File: src/rtl/line_buffer_ctrl.sv
// Ping-pong line buffer sequencer: producer write addressing with backpressure,
// reader bank hand-off with line repeat, and underrun reporting.
module line_buffer_ctrl #(
    parameter int unsigned LINE_LEN = 800,
    parameter int unsigned IDX_W    = 10,
    parameter int unsigned REPEAT   = 2
) (
    input  logic             pclk,
    input  logic             rst,
    input  logic             wr_valid,
    output logic             wr_ready,
    output logic             wr_en,
    output logic [IDX_W:0]   wr_addr,
    input  logic             rd_line_req,
    input  logic             rd_frame_start,
    output logic [IDX_W:0]   rd_base,
    output logic             rd_line_ok,
    output logic             underrun,
    output logic [7:0]       underrun_cnt
);

    localparam logic [IDX_W-1:0] LAST_IDX = IDX_W'(LINE_LEN - 1);
    localparam logic [1:0]       REP_LAST = 2'(REPEAT - 1);

    logic [1:0]       full, full_n;
    logic             wr_bank, wr_bank_n;
    logic [IDX_W-1:0] wr_idx, wr_idx_n;
    logic             rd_bank, rd_bank_n;
    logic             rd_active, rd_active_n;
    logic [1:0]       rep_cnt, rep_cnt_n;
    logic             rd_line_ok_n;
    logic             underrun_n;
    logic [7:0]       underrun_cnt_n;

    // Reader's view of bank ownership after any frame-start release this cycle
    logic [1:0]       rd_full_view;
    logic             rd_act_view;
    logic             nb;

    assign wr_ready = ~full[wr_bank];
    assign wr_en    = wr_valid & wr_ready;
    assign wr_addr  = {wr_bank, wr_idx};
    assign rd_base  = {rd_bank, {IDX_W{1'b0}}};

    always_comb begin
        full_n         = full;
        wr_bank_n      = wr_bank;
        wr_idx_n       = wr_idx;
        rd_bank_n      = rd_bank;
        rd_active_n    = rd_active;
        rep_cnt_n      = rep_cnt;
        rd_line_ok_n   = rd_line_ok;
        underrun_n     = underrun;
        underrun_cnt_n = underrun_cnt;
        rd_full_view   = full;
        rd_act_view    = rd_active;
        nb             = rd_bank;

        if (wr_en) begin
            if (wr_idx == LAST_IDX) begin
                wr_idx_n        = '0;
                full_n[wr_bank] = 1'b1;
                wr_bank_n       = ~wr_bank;
            end else begin
                wr_idx_n = wr_idx + IDX_W'(1);
            end
        end

        if (rd_frame_start) begin
            if (rd_active) begin
                full_n[rd_bank]       = 1'b0;
                rd_full_view[rd_bank] = 1'b0;
            end
            rd_act_view  = 1'b0;
            rd_active_n  = 1'b0;
            rep_cnt_n    = '0;
            rd_line_ok_n = 1'b0;
        end

        if (rd_line_req) begin
            nb = rd_act_view ? ~rd_bank : rd_bank;
            if (rd_act_view && (rep_cnt < REP_LAST)) begin
                rep_cnt_n    = rep_cnt + 2'd1;
                rd_line_ok_n = 1'b1;
            end else begin
                if (rd_act_view) begin
                    full_n[rd_bank] = 1'b0;
                end
                rd_bank_n = nb;
                rep_cnt_n = '0;
                if (rd_full_view[nb]) begin
                    rd_active_n  = 1'b1;
                    rd_line_ok_n = 1'b1;
                end else begin
                    rd_active_n    = 1'b0;
                    rd_line_ok_n   = 1'b0;
                    underrun_n     = 1'b1;
                    underrun_cnt_n = (underrun_cnt == 8'hFF) ? underrun_cnt
                                                             : underrun_cnt + 8'd1;
                end
            end
        end
    end

    always_ff @(posedge pclk) begin
        if (rst) begin
            full         <= '0;
            wr_bank      <= 1'b0;
            wr_idx       <= '0;
            rd_bank      <= 1'b0;
            rd_active    <= 1'b0;
            rep_cnt      <= '0;
            rd_line_ok   <= 1'b0;
            underrun     <= 1'b0;
            underrun_cnt <= '0;
        end else begin
            full         <= full_n;
            wr_bank      <= wr_bank_n;
            wr_idx       <= wr_idx_n;
            rd_bank      <= rd_bank_n;
            rd_active    <= rd_active_n;
            rep_cnt      <= rep_cnt_n;
            rd_line_ok   <= rd_line_ok_n;
            underrun     <= underrun_n;
            underrun_cnt <= underrun_cnt_n;
        end
    end

endmodule

File: config.mk
export PLATFORM = sky130hd
export DESIGN_NAME = line_buffer_ctrl
export DESIGN_NICKNAME = d
export VERILOG_FILES = /design/src/rtl/line_buffer_ctrl.sv
export SDC_FILE = /design/constraint.sdc
export NUM_CORES = 1
export LEC_CHECK = 0
export ABC_CLOCK_PERIOD_IN_PS = 5000
export CAP_MARGIN = 20
export CORE_ASPECT_RATIO = 2
export CORE_MARGIN = 4
export CORE_UTILIZATION = 40
export CTS_BUF_LIST = sky130_fd_sc_hd__clkbuf_16
export CTS_CLUSTER_SIZE = 28
export DETAILED_ROUTE_END_ITERATION = 10
export MAX_ROUTING_LAYER = met4
export PLACE_DENSITY = 0.7
export RECOVER_POWER = 25
export SLEW_MARGIN = 5
export SYNTH_ARGS = -nofsm -noshare
export SYNTH_HDL_FRONTEND = slang
export SYNTH_SLANG_ARGS = --single-unit
File: constraint.sdc
create_clock -name pclk -period 5 [get_ports pclk]
set_input_delay 0.75 -clock pclk [delete_from_list [all_inputs] [get_ports pclk]]
set_output_delay 0.75 -clock pclk [all_outputs]
set_load 0.005 [all_outputs]
**After elaboration in Yosys (flattened, before gate mapping)**

Cells that the tools add are included.

- Logic and storage cells: 69
- Output and inout bits: 34
- Register bits after elaboration: 27

- Eq/ne operators: 2
- Muxes and demuxes: 29
- Add/subtract/negate cells: 3
- Bitwise gates (word level): 12
- Reductions and logical operators: 8
- Order comparisons: 6

Operators by type and width:

| cell | number |
|---|---|
| $mux 2 | 12 |
| $mux 1 | 14 |
| $add 10x1->10 const B | 1 |
| $eq 10x10->1 const B | 1 |
| $mux 10 | 1 |
| $add 8x1->8 const B | 1 |
| $eq 8x8->1 const B | 1 |
| $and 2x2->2 | 3 |
| $lt 1x2->1 const B | 3 |
| $not 1->1 | 6 |
| $reduce_and 2->1 | 2 |
| $reduce_and 4->1 | 1 |
| $logic_and 1x1->1 | 3 |
| $reduce_and 3->1 | 1 |
| $add 2x1->2 const B | 1 |
| $demux 1 s1 | 2 |
| $ge 1x1->1 const B | 2 |
| $lt 2x1->1 const B | 1 |
| $not 2->2 | 1 |
| $or 2x2->2 | 1 |
| $reduce_bool 2->1 | 1 |
| $and 1x1->1 | 1 |

**Depth between registers and ports, before layout**

- Word-level depth: 14
- Gate-level depth with buffers: 7
- Mapped depth without buffers: 6

**Worst setup path before layout**

OpenSTA, ideal clock, no wires.

- Path type: input to register
- Start point: input rd_frame_start
- End point: register underrun_cnt[7]
- Path slack: 3.096 ns
- Required time: 4.879 ns
- Arrival time: 1.783 ns
- Setup time: 0.121 ns
- Stages on the path: 5
- Path buffers: 0
- Cell sequence: nor2b_4 -> a31oi_2 -> o2111ai_2 -> nor4b_2 -> mux2_2

- Longest elaborated chain between the ends: 6
- Elaborated cells between the ends (all ways): 9
- Classes of those cells: 5 x mux; 2 x bitwise; 2 x reduce/logical

Ends and longest elaborated chain:

| what | RTL line | RTL |
|---|---|---|
| from (decl) | 15 | `input logic rd_frame_start,` |
| $mux 1 | 69 | `if (rd_frame_start) begin` |
| $mux 1 | 81 | `nb = rd_act_view ? ~rd_bank : rd_bank;` |
| $mux 1 (not written as such) (2 in series) | 91 | `if (rd_full_view[nb]) begin` |
| $not 1->1 (no source line) | -- |  |
| $reduce_and 4->1 (no source line) (*) | -- |  |
| to (signal assigned) | 125 | `underrun_cnt <= underrun_cnt_n;` |
| to (decl) | 19 | `output logic [7:0] underrun_cnt` |

Mark *: on every way between the ends. The rest lies on a longest branch, timed or not. The select of a mux whose other input is x is not followed.
A chain may end at the register's enable or synchronous reset.

**Final worst setup path**

- Start point: input wr_valid
- End point: output wr_en

- Longest elaborated chain between the ends: 1

Ends and longest elaborated chain:

| what | RTL line | RTL |
|---|---|---|
| from (decl) | 10 | `input logic wr_valid,` |
| $and 1x1->1 | 41 | `assign wr_en = wr_valid & wr_ready;` |
| to (decl) | 12 | `output logic wr_en,` |

No other way between the ends.

==> impl_results.md <==
* Status: completed
* Cells on Worst Hold Path at 2
* Syn Area/Cell at 8.63 sq um
* Initial Utilization at 0.414
* ANT nets after route at 0
* Largest cells by area after synthesis: dfxtp_1 38%, buf_4 6.4%, nor2_1 5.0%, xnor2_1 4.3%, a21oi_1 3.5%
* P&R area growth vs syn at 22.3%
* Clk buf depth at 2
* CTS tree: done
* Psw at around 96 uW
* Vias per cell at 5.06
* Final net count at 194
* Post-synth top area share at 0.382
* # DRC at 0
* Clk slew on worst S/H paths at 60 ps
* Clock power share at 0.409
* Fill cell count at 325
* Total Routing Usage GR at 0.143
* Synth area leader: dfxtp_1
* DRT Pass-1 Iters at 3
* Fin area at 1730 sq um
* Clk_skew at 1.73 ps
* Final Cycle Share at 0.571
* Vias in the first global route at 1,246
* Final core occ at 0.507
* Slew Limit Fails at 0
* # IOs at 39
* H-tree Lvls at 1
* Worst-skew pair later-pin latency at 260 ps
* Worst vdd ir at 0.000207 V
* First-pass GRT wire length at approximately 5.2 mm
* Final hold vios at 0
* Power Density at 254 nW/um^2
* Sw frac at 0.217
* RSZ-0062 raised after global routing: false
* Final setup viols at 0
* Leakage at 0.618 nW
* Min cycle time layout at 2850 ps
* Max Cap Viol at 0
* Cell Int Power at 345 uW
* CORE AREA at 3420 sq um
* Row count at 30
* Iter 0 DRT Violations at 8
* CTS resizes at 0
* Grt ovf at 0
* Seq cells post-synth at 27
* Initial antenna violation count at 0
* Clock Tree Root: clkbuf_16
* Sinks on the clock net at 27
* Max-slew headroom at 0.471
* ANT cells at 0
* Total number of vias at 1,180
* Drt total wl at 3.01 mm
* Critical Path AT at around 2100 ps
* Achievable Freq at 350 MHz
* Die W at approximately 50 um
* Post-synth EDFFs at 0
* Seq/Total Area, Yosys at 0.382
* Multi-input logic area at 736 sq um
* IO Port Bufs at 28
* Total Neg Setup Slack at 0 ps
* TritonCTS Buffers at 3
* Avg WL per Cell at 12.9 um
* Post-CTS Setup Bufs at 0
* Mapped Area at 1420 sq um
* Min-Delay Path Class: reg2reg
* Crit end category: output port
* Synth cell count leaders: 27 x dfxtp_1, 19 x nor2_1, 12 x buf_4, 10 x a21oi_1, 9 x inv_1
* Share of cells above drive strength 1 at 0.0703
* Biggest fanout along the worst timing path at 5
* Routability cong. at 0.794
* Die span in y at 92.1 um
* Synth cell types at 43
* Top-count cell post-synth: dfxtp_1
* Synth warn at 0
* Placed cell area at 1650 sq um
* CTS Hold Bufs at 0
* FFs w/ async S/R, synth at 0
* WS Path Type: in2out
* Logic pwr share at 0.080
* Die area at 4610 sq um
* R2R depth at 6
* Slew @ Worst Pin at slightly below 800 ps
* Ys flop type: dfxtp_1
* Pin count of the biggest net entering global routing at 23
* Worst path required time at 4250 ps
* Critical path startpoint category: primary input
* FF+latch area at between 500 and 600 sq um
* Seq pwr share at 0.511
* Synthesized instance count at 164
* Final HPWL DP at 2.30 mm
==> critical path, stage by stage <==
cell	delay (ps)
dlygate4sd3_1	560
and2_1	250
clkdlybuf4s50_1	540
==> area by class of cell <==
class	count	area share
Multi-Input combinational cell	117	0.425
Sequential cell	27	0.312
Timing Repair Buffer	28	0.162
Clock buffer	3	0.0434
Tap cell	48	0.0347
Inverter	9	0.0195
Clock inverter	1	0.00289
==> worst paths after layout <==
| check | start | to | slack, ps |
|---|---|---|---|
| min reg2reg | underrun$_SDFFE_PP0P_ | underrun$_SDFFE_PP0P_ | 450 |
| max | wr_valid | wr_en | 2150 |
| max reg2reg | rep_cnt[0]$_SDFFE_PP0P_ | underrun_cnt[7]$_SDFFE_PP0P_ | 3010 |
| min | underrun$_SDFFE_PP0P_ | underrun$_SDFFE_PP0P_ | 450 |
==> power groups by stage <==
| stage | clock, mW | combinational [mW] | sequential (mW) |
|---|---|---|---|
| global placement | 0 | 0.0347 | 0.229 |
| global route | 0.192 | 0.0389 | 0.226 |
| CTS | 0.185 | 0.0361 | 0.225 |
| finish | 0.180 | 0.0351 | 0.225 |
| floorplan | 0 | 0.0260 | 0.229 |
| detailed placement | 0 | 0.0356 | 0.230 |
==> cell families (layout without fill, tap and decap cells) <==
kind of cell               after synthesis  count (layout)  synth area share
and+or+nand+nor                         66              66             0.260
buffers and inverters                   29              41             0.122
DFF                                     27              27             0.382
AOI/OAI and AO/OA                       22              22             0.101
xor gates and xnor gates                11              11            0.0681
muxes                                    5               5            0.0380
adders and majority gates                3               3            0.0265
other                                    1              10           0.00265
==> registers in the layout, indices dropped and copies added, names as in the netlist <==
name / cells
full: 2
rd_active: 1
rd_bank: 1
rd_line_ok: 1
rep_cnt: 2
underrun: 1
underrun_cnt: 8
wr_bank: 1
wr_idx: 10
==> metrics by stage <==
stage / std cells / total power [mW] / hold WS [ps] / setup slack (ps)
2_1_floorplan: 173 / 0.255 / 442 / 3100
3_3_place_gp: 229 / 0.264 / 444 / 2240
3_5_place_dp: 229 / 0.265 / 441 / 2150
4_1_cts: 233 / 0.446 / 454 / 2210
5_1_grt: 233 / 0.457 / 483 / 2080
6_report: 233 / 0.440 / 446 / 2150
==> layer usage <==
metal,up-vias,track usage,part of all wire
met2,27,0.266,0.56
li1,582,-,-
met3,5,0.0146,0.035
met5,-,-,0
met4,0,0.0739,0.020
met1,566,0.139,0.38
==> cells in the final DEF (no fill, tap or decap), types with 2 or more instances in the layout <==
cell and n:
nand3_1 7, nor2_1 19, dfxtp_1 27, nand2_1 7
xor2_1 4, nand4_1 3, mux2i_1 2, or4_1 4
o31ai_1 4, nor3_1 7, and2_1 2, clkdlybuf4s50_1 20
o21ai_0 3, nor4_1 2, xnor2_1 7, dlygate4sd3_1 8
nor2b_1 4, clkbuf_16 3, a21oi_1 10, inv_1 9
conb_1 10, ha_1 3, mux2_2 2
Power figures use the tool's default switching activity.
